## src/rtl/root_fold_n_if.sv

```systemverilog
// Root handshake bundle for root_fold_n.
//   master : drives ST (start), MODE (operator), IN (NIN packed operands)
//   slave  : drives RD (result ready), RES (result), BUSY (fold in progress)
interface root_fold_n_if #(
    parameter int WIDTH = 16,
    parameter int NIN   = 2
) ();
    logic                 ST;
    logic [1:0]           MODE;
    logic [NIN*WIDTH-1:0] IN;
    logic                 RD;
    logic [WIDTH-1:0]     RES;
    logic                 BUSY;

    modport master (output ST, output MODE, output IN,
                    input  RD, input  RES,  input  BUSY);
    modport slave  (input  ST, input  MODE, input  IN,
                    output RD, output RES,  output BUSY);
endinterface

```

## src/rtl/root_fold_n.sv

```systemverilog
// Root-level N-way fold: captures NIN operands on ST and reduces them one
// operand per clock with the selected operator (add/min/max/xor).
// Ports:
//   CLK  : rising-edge clock
//   RST  : asynchronous active-high reset
//   bus  : slave side of root_fold_n_if (ST/MODE/IN in, RD/RES/BUSY out)
//
// state | meaning
// IDLE  | no result yet, waiting for ST
// RUN   | folding captured operands, BUSY=1
// DONE  | RES valid, RD=1, ST restarts a fold
module root_fold_n #(
    parameter int WIDTH = 16,
    parameter int NIN   = 2,
    parameter int IDXW  = $clog2(NIN+1)
) (
    input  logic          CLK,
    input  logic          RST,
    root_fold_n_if.slave  bus
);

    typedef enum logic [1:0] {IDLE, RUN, DONE} state_t;

    localparam logic [IDXW-1:0] NIN_IDX = IDXW'(NIN);

    state_t               state_q, state_d;
    logic [WIDTH-1:0]     acc_q, acc_d;
    logic [IDXW-1:0]      idx_q, idx_d;
    logic [NIN*WIDTH-1:0] ops_q, ops_d;
    logic [1:0]           mode_q, mode_d;
    logic [WIDTH-1:0]     res_q, res_d;
    logic                 rd_q, rd_d;
    logic                 busy_q, busy_d;

    function automatic logic [WIDTH-1:0] fold_op(input logic [1:0]       m,
                                                 input logic [WIDTH-1:0] a,
                                                 input logic [WIDTH-1:0] b);
        logic [WIDTH-1:0] r;
        case (m)
            2'b00:   r = a + b;
            2'b01:   r = (b < a) ? b : a;
            2'b10:   r = (b > a) ? b : a;
            default: r = a ^ b;
        endcase
        return r;
    endfunction

    always_comb begin
        state_d = state_q;
        acc_d   = acc_q;
        idx_d   = idx_q;
        ops_d   = ops_q;
        mode_d  = mode_q;
        res_d   = res_q;
        rd_d    = rd_q;
        busy_d  = busy_q;
        case (state_q)
            IDLE, DONE: begin
                if (bus.ST) begin
                    // Operands are kept as a shift register: the word still to
                    // be folded next always sits in the low WIDTH bits.
                    acc_d   = bus.IN[WIDTH-1:0];
                    ops_d   = bus.IN >> WIDTH;
                    mode_d  = bus.MODE;
                    idx_d   = IDXW'(1);
                    rd_d    = 1'b0;
                    busy_d  = 1'b1;
                    state_d = RUN;
                end
            end
            RUN: begin
                if (idx_q < NIN_IDX) begin
                    acc_d = fold_op(mode_q, acc_q, ops_q[WIDTH-1:0]);
                    ops_d = ops_q >> WIDTH;
                    idx_d = idx_q + 1'b1;
                end else begin
                    res_d   = acc_q;
                    rd_d    = 1'b1;
                    busy_d  = 1'b0;
                    state_d = DONE;
                end
            end
            default: state_d = IDLE;
        endcase
    end

    always_ff @(posedge CLK or posedge RST) begin
        if (RST) begin
            state_q <= IDLE;
            acc_q   <= '0;
            idx_q   <= '0;
            ops_q   <= '0;
            mode_q  <= '0;
            res_q   <= '0;
            rd_q    <= 1'b0;
            busy_q  <= 1'b0;
        end else begin
            state_q <= state_d;
            acc_q   <= acc_d;
            idx_q   <= idx_d;
            ops_q   <= ops_d;
            mode_q  <= mode_d;
            res_q   <= res_d;
            rd_q    <= rd_d;
            busy_q  <= busy_d;
        end
    end

    assign bus.RD   = rd_q;
    assign bus.RES  = res_q;
    assign bus.BUSY = busy_q;

endmodule

```

## src/flat_wrapper.sv

```systemverilog
// flat-port wrapper written by rule: the top's interface ports become plain ports
module root_fold_n_flat 
#(
    parameter int WIDTH = 16,
    parameter int NIN   = 2,
    parameter int IDXW  = $clog2(NIN+1)
)
  (CLK, RST, bus_ST, bus_MODE, bus_IN, bus_RD, bus_RES, bus_BUSY);
  root_fold_n_if #(.WIDTH(WIDTH), .NIN(NIN)) bus_i ();
  input  logic CLK;
  input  logic RST;
  input wire logic [$bits(bus_i.ST)-1:0] bus_ST;
  input wire logic [$bits(bus_i.MODE)-1:0] bus_MODE;
  input wire logic [$bits(bus_i.IN)-1:0] bus_IN;
  output wire logic [$bits(bus_i.RD)-1:0] bus_RD;
  output wire logic [$bits(bus_i.RES)-1:0] bus_RES;
  output wire logic [$bits(bus_i.BUSY)-1:0] bus_BUSY;
  assign bus_i.ST = bus_ST;
  assign bus_i.MODE = bus_MODE;
  assign bus_i.IN = bus_IN;
  assign bus_RD = bus_i.RD;
  assign bus_RES = bus_i.RES;
  assign bus_BUSY = bus_i.BUSY;
  root_fold_n #(.WIDTH(WIDTH), .NIN(NIN), .IDXW(IDXW)) u_core (.CLK(CLK), .RST(RST), .bus(bus_i));
endmodule
```

## config.mk

```make
export PLATFORM = sky130hd
export DESIGN_NAME = root_fold_n_flat
export DESIGN_NICKNAME = d
export VERILOG_FILES = /design/src/rtl/root_fold_n_if.sv /design/src/rtl/root_fold_n.sv /design/src/flat_wrapper.sv
export SDC_FILE = /design/constraint.sdc
export NUM_CORES = 1
export LEC_CHECK = 0
export ABC_AREA = 1
export CAP_MARGIN = 15
export CORE_MARGIN = 8
export CORE_UTILIZATION = 35
export CTS_BUF_LIST = sky130_fd_sc_hd__clkbuf_4
export DETAILED_ROUTE_END_ITERATION = 10
export GPL_ROUTABILITY_DRIVEN = 1
export MAX_ROUTING_LAYER = met4
export PLACE_DENSITY = 0.61
export SETUP_SLACK_MARGIN = 0.2
export SYNTH_ARGS = -nofsm -noshare
export SYNTH_HDL_FRONTEND = slang
export SYNTH_SLANG_ARGS = --single-unit
```

## constraint.sdc

```tcl
create_clock -name CLK -period 2.95 [get_ports CLK]
set_clock_uncertainty 0.15 [all_clocks]
set_input_delay 0.59 -clock CLK [delete_from_list [all_inputs] [get_ports CLK]]
set_output_delay 0.59 -clock CLK [all_outputs]
set_load 0.03 [all_outputs]
```

### Word-level counts from Yosys, hierarchy flattened

Cells that the tools add are included.

| cells by class | value |
|---|---|
| bitwise operators | 2 |
| add/sub/neg operators | 2 |
| order comparisons | 3 |
| multiplexer cells | 20 |
| reductions and logical operators | 10 |
| equality and inequality tests | 9 |

Operator list:

| kind | count |
|---|---|
| $mux W16 | 4 |
| $mux W32 | 2 |
| $pmux W32 S2 | 1 |
| $pmux W16 S3 | 1 |
| $pmux W16 S2 | 1 |
| $add A16 B16 Y16 | 1 |
| $gt A16 B16 Y1 | 1 |
| $lt A16 B16 Y1 | 1 |
| $xor A16 B16 Y16 | 1 |
| $pmux W2 S2 | 2 |
| $mux W2 | 3 |
| $ne A3 B2 Y1 const B | 2 |
| $reduce_and A2 Y1 | 3 |
| $reduce_and A3 Y1 | 2 |
| $reduce_and A5 Y1 | 1 |
| $eq A2 B1 Y1 const B | 2 |
| $eq A2 B2 Y1 const B | 2 |
| $logic_not A2 Y1 | 2 |
| $mux W1 | 4 |
| $ne A2 B2 Y1 const B | 2 |
| $pmux W1 S2 | 2 |
| $add A2 B1 Y2 const B | 1 |
| $lt A2 B2 Y1 const B | 1 |
| $ne A2 B1 Y1 const B | 1 |
| other kinds (3) | 3 |

| word-level totals | value |
|---|---|
| logic and storage cells | 54 |
| output and inout port bits | 18 |
| bits of input ports | 37 |
| flip-flop bits (word level) | 72 |

### Logic depth before layout (Yosys ltp)

Gate-level depths: netlist of the first run.

| logic depth | value |
|---|---|
| depth after elaboration | 5 |
| depth in mapped cells | 18 |
| depth with buffers taken out | 17 |

### Least setup slack after synthesis of the first run

OpenSTA, ideal clock, no wires.

| timing path | value |
|---|---|
| path kind | register to register |
| from | register u_core.ops_q[7] |
| to | register u_core.acc_q[0] |
| buffers on the path | 1 |
| period minus slack after synthesis | 2.055 ns |
| setup time | 0.076 ns |
| arrival time | 1.829 ns |
| required time | 2.724 ns |
| path slack | 0.895 ns |
| cell stages (with the launch flop) | 15 |
| cells stage by stage | dfrtp_1 > ha_1 > nand2_1 > nor3_1 > nand2_1 > nand2_1 > nand2_1 > nand2_1 > nand2_1 > nand2_1 > nand2_4 > inv_2 > buf_6 > nand2_1 > o21ai_1 |

| between the ends | value |
|---|---|
| word-level cells in the longest chain between the ends | 3 |
| elaborated cells on any way between the ends | 5 |
| those cells by class | order compare: 2; eq/ne: 2; reduce/logical: 1 |

RTL lines:

| item | line | text |
|---|---|---|
| start, declared | root_fold_n.sv:29 | `logic [NIN*WIDTH-1:0] ops_q, ops_d;` |
| start signal, assigned | root_fold_n.sv:101 | `ops_q <= ops_d;` |
| $gt A16 B16 Y1 or $lt A16 B16 Y1 (tied branches) | root_fold_n.sv:42, root_fold_n.sv:41 |  |
| $ne A3 B2 Y1 (no line) | n/a |  |
| $reduce_and A5 Y1 (no line) * | n/a |  |
| end signal, assigned | root_fold_n.sv:90 | `acc_q <= '0;` |
| end signal, assigned | root_fold_n.sv:99 | `acc_q <= acc_d;` |
| end, declared | root_fold_n.sv:27 | `logic [WIDTH-1:0] acc_q, acc_d;` |

Mark *: on every way between the ends. The rest lies on a longest branch, timed or not.
A chain may end at the register's enable or synchronous reset.

### Final worst setup path of the first run

Same ends and word-level chain as after synthesis.

==> flow_metrics.env, run 1 <==
export IMPL_tightest_slew_ps=648
export IMPL_io_buffers=54
export IMPL_cts_hold_buf=0
export IMPL_core_mm2=0.0109
export IMPL_wl_met2_um=5070
export IMPL_rrSetupSlack_ps=450
export IMPL_clk_pin_slew_ps=170
export IMPL_h_tree_depth=2
export IMPL_tns_ps=0
export IMPL_slew_viol_final=0
export IMPL_ys_seq_area_share_pct=35.6
export IMPL_netlist_area_mm2=0.00393
export IMPL_synth_area_leaders="dfrtp_1, nand2_1, ha_1"
export IMPL_cts_tree="done"
export IMPL_stdcell_area_mm2=0.00470
export IMPL_area_delta_synth_final_pct=19.6
export IMPL_rr_endpoint="u_core.acc_q[0]"
export IMPL_drt_met1_wl_um=5680
export IMPL_drt_pass1_iter_count=5
export IMPL_maxCapViolCount=0
export IMPL_rsz0062_at_grt="false"
export IMPL_ioPinCount=55
export IMPL_status="complete, no violations"
export IMPL_powerDensity_mw_per_mm2=1280
export IMPL_drt_initial_drc_count=273
export IMPL_clockBufferDepth=2
export IMPL_cp_common_cell="nand2_1"
export IMPL_dieArea_mm2=0.0149
export IMPL_die_height_um=122
export IMPL_worstPathRequired_ps=3140
export IMPL_numClockSinks=56
export IMPL_path_depth=13
export IMPL_ys_warnings_count=0
export IMPL_fmax_mhz=401
export IMPL_start_util_pct=36.1
export IMPL_max_stage_delay_ps=480
export IMPL_critPathLaunch="u_core.ops_q[7]"
export IMPL_hold_depth=1
export IMPL_end_kind="register"
export IMPL_root_buffer="clkbuf_4"
export IMPL_clk_latency_ps=390
export IMPL_p_leak_nw=2.44
export IMPL_dp_slack_ps=348
export IMPL_max_slew_margin_pct=56.8
export IMPL_dp_hpwl_um=8960
export IMPL_numCtsBuffers=5
export IMPL_grt_usage_pct=16.3
export IMPL_placed_cell_area_mm2=0.00461
export IMPL_arrival_ps=2680
export IMPL_worstSetupPathType="reg -> reg"
export IMPL_min_delay_worst_endpoint="u_core.idx_q[0]"
export IMPL_cp_cell_sequence="ha_1 > nand2_1 > nor3_1 > nand2_1 > nand2_1 > nand2_1 > nand2_1 > nand2_1 > nand2_1 > nand2_4 > inv_4 > nand2_1 > o21ai_1"
export IMPL_top_layer="met4"
export IMPL_drt_total_wl_um=11600
export IMPL_die_x_um=122
export IMPL_grt_max_degree=36
export IMPL_layout_nets=680
export IMPL_gp_congestion=0.867
export IMPL_postSynthCellCount=559
export IMPL_finalCriticalPeriod_ps=2500
export IMPL_syn_nets=632
export IMPL_drive_gt1_share_pct=5.59
export IMPL_yosysTopAreaCell="dfrtp_1"
export IMPL_rows=38
export IMPL_grt_pass1_vias=3708
export IMPL_vias_per_cell=5.04
export IMPL_crit_family="simple AND/OR/NAND/NOR gates"
export IMPL_antenna_found_initial=1
export IMPL_hold_violations=0
export IMPL_crit_fanout=25
export IMPL_slowest_stage="dfrtp_1"
export IMPL_grt_overflow=0
export IMPL_hold_path_class="reg -> reg"
export IMPL_reg2regPathDepth=13
export IMPL_drc=0
export IMPL_setup_violations=0
export IMPL_ant_nets=0
export IMPL_syn_mean_instance_area_um2=7.03
export IMPL_reg2reg_from="u_core.ops_q[7]"
export IMPL_worst_path_buf_inv=1
export IMPL_netlist_area_leader_share_pct=35.6
export IMPL_avgRoutedWirePerCell_um=15.5
export IMPL_synth_cell_type_count=30
export IMPL_hp_start="u_core.idx_q[0]"
export IMPL_ys_seq_elements=56
export IMPL_num_vias=3778
export IMPL_ir_worst_vdd_mv=0.676
export IMPL_grt_pass1_wl_um=19000
export IMPL_wl_met3_um=598
export IMPL_layout_setup_ws_ps=455
export IMPL_period_share_pct=84.6
export IMPL_critPathLaunchType="register"
-- routing by layer --
layer | up-vias | GRT usage (%)
met2 | 113 | 24.3
li1 | 1883 | -
met4 | 0 | 5.55
met3 | 15 | 2.45
met5 | - | -
met1 | 1767 | 22.1
-- cells in the mapped netlist (all sizes together) --
cell type	number
ha	35
dfrtp	56
a31oi	2
nand2	187
nand3	22
fa	1
a21o	1
nor2	37
nand4	3
a21oi	52
a22o	13
o21ai	46
clkinv	1
o22ai	1
nor3	1
clkbuf	13
o211ai	1
o21bai	2
a32o	1
inv	78
buf	6
-- worst max-delay path by stage --
stage	endpoint	slack, ps
finish	u_core.acc_q[0]	450
global route	u_core.acc_q[0]	210
CTS	u_core.acc_q[0]	330
detailed placement	u_core.acc_q[0]	350
global placement	u_core.acc_q[3]	360
floorplan	u_core.acc_q[0]	840
-- per-stage QoR --
stage	util (%)	hold slack (ps)	power, mW	cells
global placement	42.4	313	5.49	740
global route	43.2	373	6.61	749
detailed placement	42.4	314	5.54	740
finish	43.2	342	6.02	749
floorplan	-	299	4.36	559
CTS	43.2	345	6.00	748
-- cell usage in the layout, fill, tap and decap left out, drive strengths merged, types with 13 or more instances in the layout --
master and n:
a21oi 52, a22o 13, clkdlybuf4s50 54, dfrtp 56
ha 35, inv 79, nand2 187, nand3 22
nor2 37, o21ai 46
-- repair_timing --
action,CTS,global route
setup buffers,0,0
gates resized for setup,0,2
endpoints found under the setup margin,0,15
hold endpoints to repair,0,0
-- flip-flops by register name, indices dropped and copies added, names as in the netlist --
| register | count |
|---|---|
| u_core.acc_q | 16 |
| u_core.bus.RES | 16 |
| u_core.ops_q | 16 |
| u_core.idx_q | 2 |
| u_core.mode_q | 2 |
| u_core.state_q | 2 |
| u_core.bus.BUSY | 1 |
| u_core.bus.RD | 1 |
-- power by group --
part,switching (mW),internal (mW),leakage (nW)
sequential,0.300,1.13,0.700
combinational,2.74,1.41,1.70
clock,0.254,0.192,0.0463
total,3.29,2.73,2.44
-- cells by family after synthesis --
family / after synthesis / share of synthesized area (%)
fa+ha+maj: 36 / 11.6
buf+inv: 98 / 9.83
simple gates: 250 / 25.5
compound gates: 119 / 17.4
flops: 56 / 35.6
-- layout make-up --
cell class / count / area [µm²]
diodes: 1 / 2.50
flip-flops and latches: 56 / 1400
repair buffers: 60 / 598
fillers: 1076 / 6180
clock inverters: 2 / 38.8
multi-input cells: 405 / 2140
well taps: 140 / 175
clock buffers: 6 / 45.0
inverters: 79 / 299
Note: power is estimated with default switching activity, not from simulation.
==> run 2: changes to the inputs <==
--- a/config.mk
+++ b/config.mk
@@ -13,7 +13,7 @@
 export DETAILED_ROUTE_END_ITERATION = 10
 export GPL_ROUTABILITY_DRIVEN = 1
 export MAX_ROUTING_LAYER = met4
-export PLACE_DENSITY = 0.61
+export PLACE_DENSITY = 0.63
 export SETUP_SLACK_MARGIN = 0.2
 export SYNTH_ARGS = -nofsm -noshare
 export SYNTH_HDL_FRONTEND = slang
==> constraint.sdc (replaced) <==
create_clock -name CLK -period 2.2 [get_ports CLK]
set_clock_uncertainty 0.15 [all_clocks]
set_input_delay 0.44 -clock CLK [delete_from_list [all_inputs] [get_ports CLK]]
set_output_delay 0.44 -clock CLK [all_outputs]
set_load 0.03 [all_outputs]
==> run 2 against run 1 <==
Flip-flop and latch count stayed put; worst setup slack worse by 380 ps; worst hold slack got worse by 210 ps; count of clock-buffer cells in the layout down 1; core utilization up 9.4 points; non-clock buffer count up 64; largest cell class unchanged; final cell count increased by 8.9%; critical endpoint is now u_core.acc_q[5].
==> flow_metrics.env, run 2 (same netlist as run 1, synthesis figures left out) <==
export IMPL_status="complete, no violations"
export IMPL_hold_violations=0
export IMPL_numClockSinks=56
export IMPL_die_x_um=122
export IMPL_placed_cell_area_mm2=0.00492
export IMPL_grt_pass1_vias=4143
export IMPL_rsz0062_at_grt="true"
export IMPL_ant_nets=0
export IMPL_cp_common_cell="nand2_2"
export IMPL_maxCapViolCount=0
export IMPL_register_area_mm2=0.00140
export IMPL_final_common_cell="nand2_1"
export IMPL_reg2regPathDepth=13
export IMPL_grt_max_degree=29
export IMPL_clockBufferDepth=2
export IMPL_rows=38
export IMPL_avgRoutedWirePerCell_um=16.4
export IMPL_worstPathRequired_ps=2400
export IMPL_tightest_slew_ps=549
export IMPL_antenna_found_initial=1
export IMPL_placed_cells=775
export IMPL_endpoint="u_core.acc_q[5]"
export IMPL_max_stage_delay_ps=390
export IMPL_arrival_ps=2330
export IMPL_critPathLaunchType="register"
export IMPL_start_util_pct=36.1
export IMPL_drt_initial_drc_count=253
export IMPL_crit_family="simple AND/OR/NAND/NOR gates"
export IMPL_grt_usage_pct=18.7
export IMPL_slowest_stage="dfrtp_1"
export IMPL_die_height_um=122
export IMPL_layout_nets=747
export IMPL_hold_slack_ps=131
export IMPL_rr_endpoint="u_core.acc_q[5]"
export IMPL_drc=0
export IMPL_vias_per_cell=5.06
export IMPL_cts_hold_buf=0
export IMPL_h_tree_depth=2
export IMPL_drt_total_wl_um=13300
export IMPL_setup_violations=0
export IMPL_hold_path_class="in -> async"
export IMPL_slew_viol_final=0
export IMPL_final_cell_mix="nand2_1, buf_4, dfrtp_1, inv_1, a21oi_1"
export IMPL_area_delta_synth_final_pct=45.7
export IMPL_cts_tree="done"
export IMPL_rrSetupSlack_ps=80
export IMPL_num_vias=4131
export IMPL_final_cells=816
export IMPL_critPathLaunch="u_core.acc_q[8]"
export IMPL_max_slew_margin_pct=63.4
export IMPL_clk_latency_ps=410
export IMPL_worst_path_buf_inv=3
export IMPL_fillCellCount=1026
export IMPL_grt_overflow=0
export IMPL_reg2reg_from="u_core.acc_q[8]"
export IMPL_finalCriticalPeriod_ps=2120
export IMPL_root_buffer="clkbuf_4"
export IMPL_core_mm2=0.0109
export IMPL_stdcell_area_mm2=0.00573
export IMPL_drt_pass1_iter_count=5
export IMPL_fmax_mhz=471
export IMPL_dieArea_mm2=0.0149
export IMPL_ioPinCount=55
export IMPL_grt_pass1_wl_um=21500
export IMPL_end_kind="register"
export IMPL_gp_congestion=0.928
export IMPL_path_depth=13
export IMPL_clk_pin_slew_ps=190
export IMPL_crit_fanout=6
export IMPL_numCtsBuffers=5
export IMPL_io_buffers=54
export IMPL_worstSetupPathType="reg -> reg"
export IMPL_tns_ps=0
export IMPL_dp_hpwl_um=9320
export IMPL_period_share_pct=96.6
export IMPL_cp_cell_sequence="inv_1 > ha_4 > nand3_1 > nor2_2 > nand2_1 > nand2_2 > nand2_2 > nand2_4 > nand2_8 > buf_12 > inv_12 > nand2_2 > o21ai_1"
export IMPL_multi_input_area_mm2=0.00261
export IMPL_drive_gt1_share_pct=29.2
run 2: worst reg2reg max path, stage by stage, from the launching register on:
cell     delay [ps]
dfrtp_1         390
inv_1           110
ha_4            350
nand3_1         130
nor2_2          170
nand2_1          90
nand2_2          90
nand2_2          70
nand2_4          90
nand2_8          70
buf_12          160
inv_12           90
nand2_2          50
o21ai_1          60
run 2: timing repair:
action                                  CTS  global route
gates resized for setup                  92            51
endpoints found under the setup margin   34            19
pin swaps                                19            21
setup buffers                            24             5
cloned                                    3             0
run 2: area by class of cell:
| class | count | area share (%) |
|---|---|---|
| antenna | 1 | 0.0437 |
| clock buffer | 5 | 0.655 |
| clock inverter | 3 | 0.393 |
| inverter | 79 | 5.68 |
| multi-input combinational | 405 | 45.6 |
| sequential | 56 | 24.5 |
| tap | 140 | 3.06 |
| timing repair buffer | 124 | 19.3 |
| timing repair inverter | 3 | 0.852 |
run 2: through the flow:
stage | utilization (%) | setup WS [ps]
floorplan | - | 212
global placement | 45.2 | -177
detailed placement | 45.2 | -204
CTS | 50.7 | 104
global route | 52.6 | -36.9
finish | 52.6 | 75.6
run 2: worst min-delay path by stage:
stage,start,end,slack [ps],cells past startpoint
after floorplan,u_core.idx_q[0],u_core.idx_q[0],300,1
after global placement,u_core.idx_q[0],u_core.idx_q[0],310,1
after detailed placement,u_core.bus.RD,u_core.bus.RD,320,2
after CTS,RST,u_core.ops_q[12],130,2
after global routing,RST,u_core.ops_q[11],150,2
final,RST,u_core.ops_q[12],130,2
run 2: layer usage:
metal	part of all wire, %	global-route usage [%]
met3	4.9	2.04
met4	2.0	7.40
met5	0	-
met2	47	29.0
met1	46	24.5
Power of run 2 is left out: the tool's default activity adds up to more than one toggle a clock period on the data nets, which glitch-free logic cannot reach.
==> run 3: changes to the inputs <==
--- a/config.mk
+++ b/config.mk
@@ -5,7 +5,6 @@
 export SDC_FILE = /design/constraint.sdc
 export NUM_CORES = 1
 export LEC_CHECK = 0
-export ABC_AREA = 1
 export CAP_MARGIN = 15
 export CORE_MARGIN = 8
 export CORE_UTILIZATION = 35
@@ -13,7 +12,8 @@
 export DETAILED_ROUTE_END_ITERATION = 10
 export GPL_ROUTABILITY_DRIVEN = 1
 export MAX_ROUTING_LAYER = met4
-export PLACE_DENSITY = 0.63
+export PLACE_DENSITY = 0.64
+export REMOVE_ABC_BUFFERS = 1
 export SETUP_SLACK_MARGIN = 0.2
 export SYNTH_ARGS = -nofsm -noshare
 export SYNTH_HDL_FRONTEND = slang
==> run 3 against run 2 <==
The flow now finishes with violations (negative setup slack); first-iteration DRC count decreased by 41%; critical path depth decreased by 4; die area decreased by 3.4%; synthesized cell count decreased by 25%; final cell count decreased by 11%; via count decreased by 11%; sequential share of layout area increased by 0.16 points; area after synthesis decreased by 3.9%; design area decreased by 0.72%; worst hold slack improved by 110 ps; flip-flop and latch count unchanged; maximum frequency decreased by 24%; critical path type unchanged; highest routed layer unchanged.
==> flow_metrics.env, run 3 <==
export IMPL_worstSetupPathType="reg -> reg"
export IMPL_synth_async_reset_ratio_pct=100
export IMPL_end_kind="register"
export IMPL_arrival_ps=2940
export IMPL_stdcell_area_mm2=0.00569
export IMPL_layout_nets=662
export IMPL_netlist_area_leader_share_pct=37.1
export IMPL_grt_pass1_vias=3841
export IMPL_vias_per_cell=5.05
export IMPL_fmax_mhz=358
export IMPL_area_delta_synth_final_pct=50.6
export IMPL_grt_overflow=0
export IMPL_grt_max_degree=57
export IMPL_gp_congestion=0.927
export IMPL_final_cell_mix="buf_4, dfrtp_1, nand2_1, a21oi_1, clkdlybuf4s50_1"
export IMPL_final_cells=730
export IMPL_dp_hpwl_um=8780
export IMPL_synth_flop_cell="dfrtp_1"
export IMPL_grt_pass1_wl_um=19600
export IMPL_ir_worst_vdd_mv=1.14
export IMPL_met2_usage_pct=28.1
export IMPL_antenna_found_initial=0
export IMPL_tightest_slew_ps=488
export IMPL_drc=0
export IMPL_synth_area_leaders="dfrtp_1, ha_1, a21oi_1"
export IMPL_antenna_cells=0
export IMPL_worstPathRequired_ps=2350
export IMPL_root_buffer="clkbuf_4"
export IMPL_hold_path_class="in -> async"
export IMPL_placed_cells=707
export IMPL_setup_violations=16
export IMPL_drt_initial_drc_count=150
export IMPL_ioPinCount=55
export IMPL_drt_total_wl_um=11800
export IMPL_cts_hold_buf=0
export IMPL_synth_edff_count=0
export IMPL_finish_utilization_pct=53.2
export IMPL_grt_most_used_layer="met2"
export IMPL_grt_use_met1_pct=22.5
export IMPL_synth_top_family_by_area="compound AO/OA/AOI/OAI gates"
export IMPL_drive_gt1_share_pct=30.7
export IMPL_powerDensity_mw_per_mm2=1880
export IMPL_netlist_area_mm2=0.00378
export IMPL_synth_cell_type_count=48
export IMPL_hold_violations=0
export IMPL_synth_mux_area_share_pct=7.92
export IMPL_finalCriticalPeriod_ps=2790
export IMPL_clk_latency_ps=400
export IMPL_violations="negative setup slack"
export IMPL_synth_adder_area_share_pct=12.1
export IMPL_final_common_cell="buf_4"
export IMPL_ant_nets=0
export IMPL_rows=38
export IMPL_h_tree_depth=2
export IMPL_p_leak_nw=2.76
export IMPL_critPathLaunchType="register"
export IMPL_syn_mean_instance_area_um2=9.01
export IMPL_synth_compound_area_share_pct=23.6
export IMPL_clockBufferDepth=2
export IMPL_io_buffers=54
export IMPL_period_share_pct=127
export IMPL_synthSimpleGateAreaFrac_pct=12.7
export IMPL_die_x_um=120
export IMPL_core_mm2=0.0107
export IMPL_ys_seq_elements=56
export IMPL_placed_cell_area_mm2=0.00528
export IMPL_num_vias=3685
export IMPL_crit_fanout=7
export IMPL_avgRoutedWirePerCell_um=16.2
export IMPL_synthTopCellsByCount="dfrtp_1, nand2_1, a21oi_1, inv_1, o21ai_0"
export IMPL_cts_tree="done"
export IMPL_maxCapViolCount=0
export IMPL_status="finished with violations"
export IMPL_numClockSinks=56
export IMPL_start_util_pct=35.3
export IMPL_fillCellCount=1026
export IMPL_rsz0062_at_grt="true"
export IMPL_numCtsBuffers=5
export IMPL_dieArea_mm2=0.0144
export IMPL_synth_xor_area_share_pct=0
export IMPL_clk_pin_slew_ps=170
export IMPL_drt_pass1_iter_count=4
export IMPL_die_height_um=120
export IMPL_slew_viol_final=0
export IMPL_ys_warnings_count=0
export IMPL_grt_usage_pct=17.3
export IMPL_postSynthCellCount=419
export IMPL_met3_usage_pct=2.49
export IMPL_max_slew_margin_pct=67.2
export IMPL_ys_seq_area_share_pct=37.1
export IMPL_yosysTopAreaCell="dfrtp_1"
export IMPL_layout_setup_ws_ps=-594
export IMPL_yosysMostFrequentCell="dfrtp_1"
==> run 3: changes by cell type after synthesis, sizes merged, moves of 13 or more <==
cell,before,now
nand2,187,42
inv,78,38
nand3,22,4
a21oi,52,38
mux2,0,13
mux2i,0,13
==> run 3: cell families after synthesis <==
logic type	after synthesis
buffers and inverters	60
adders and majority gates	36
and+or+nand+nor	105
DFF	56
muxes	26
AOI/OAI and AO/OA	136
==> run 3: report_power, final <==
part | internal (mW) | switching, mW | leakage (nW) | total (mW)
clock | 0.119 | 0.340 | 0.0324 | 0.458
sequential | 1.54 | 0.325 | 0.690 | 1.86
combinational | 4.21 | 4.15 | 2.04 | 8.36
==> run 3: layer usage <==
layer	share of wire, %	routed length, µm
met1	48	5710
met2	48	5650
met3	3.2	376
met4	0.91	108
met5	0	0
==> run 3: worst max-delay path: stages, from the launching register on <==
cell and delay [ps]:
dfrtp_1 460, ha_4 290, nand4_1 240, nor4_4 400, a2111oi_4 120, a21o_1 200
a311oi_4 210, buf_4 190, buf_16 140, mux2_4 300
==> run 3: cell type report <==
cell class	count	area, µm²	area share [%]
flip-flops and latches	56	1400	24.6
well taps	140	175	3.08
clock inverters	3	13.8	0.242
inverters	38	143	2.51
multi-input cells	303	2360	41.5
clock buffers	5	37.5	0.660
repair buffers	185	1560	27.4
==> run 3: path summary, 6_finish.rpt <==
| path | slack (ps) | end | start | depth (start not counted) |
|---|---|---|---|---|
| setup / recovery | -590 | u_core.acc_q[7] | u_core.ops_q[12] | 9 |
| hold / removal | 240 | u_core.bus.RES[12] | RST | 3 |
| setup reg to reg | -590 | u_core.acc_q[7] | u_core.ops_q[12] | 9 |
| hold reg to reg | 340 | u_core.idx_q[0] | u_core.idx_q[0] | 1 |
| max in group asynchronous | 1400 | u_core.bus.RES[3] | RST | 3 |
| min in group CLK | 340 | u_core.idx_q[0] | u_core.idx_q[0] | 1 |
==> run 3: timing repair <==
item,4_1_cts,5_1_grt
pin swaps,13,4
endpoints found under the hold margin,0,0
setup endpoints to repair,34,16
buffers inserted,11,3
cloned,1,0
gates resized for setup,62,5
==> run 3: per-stage QoR <==
stage	setup TNS, ps	worst slack (ps)	power (mW)	hold slack, ps
6_report	-8970	-594	10.7	237
5_1_grt	-11400	-735	11.6	259
4_1_cts	-8530	-554	10.6	231
3_5_place_dp	-11350	-823	9.30	319
3_3_place_gp	-10060	-797	9.19	308
2_1_floorplan	-17190	-1070	5.75	294
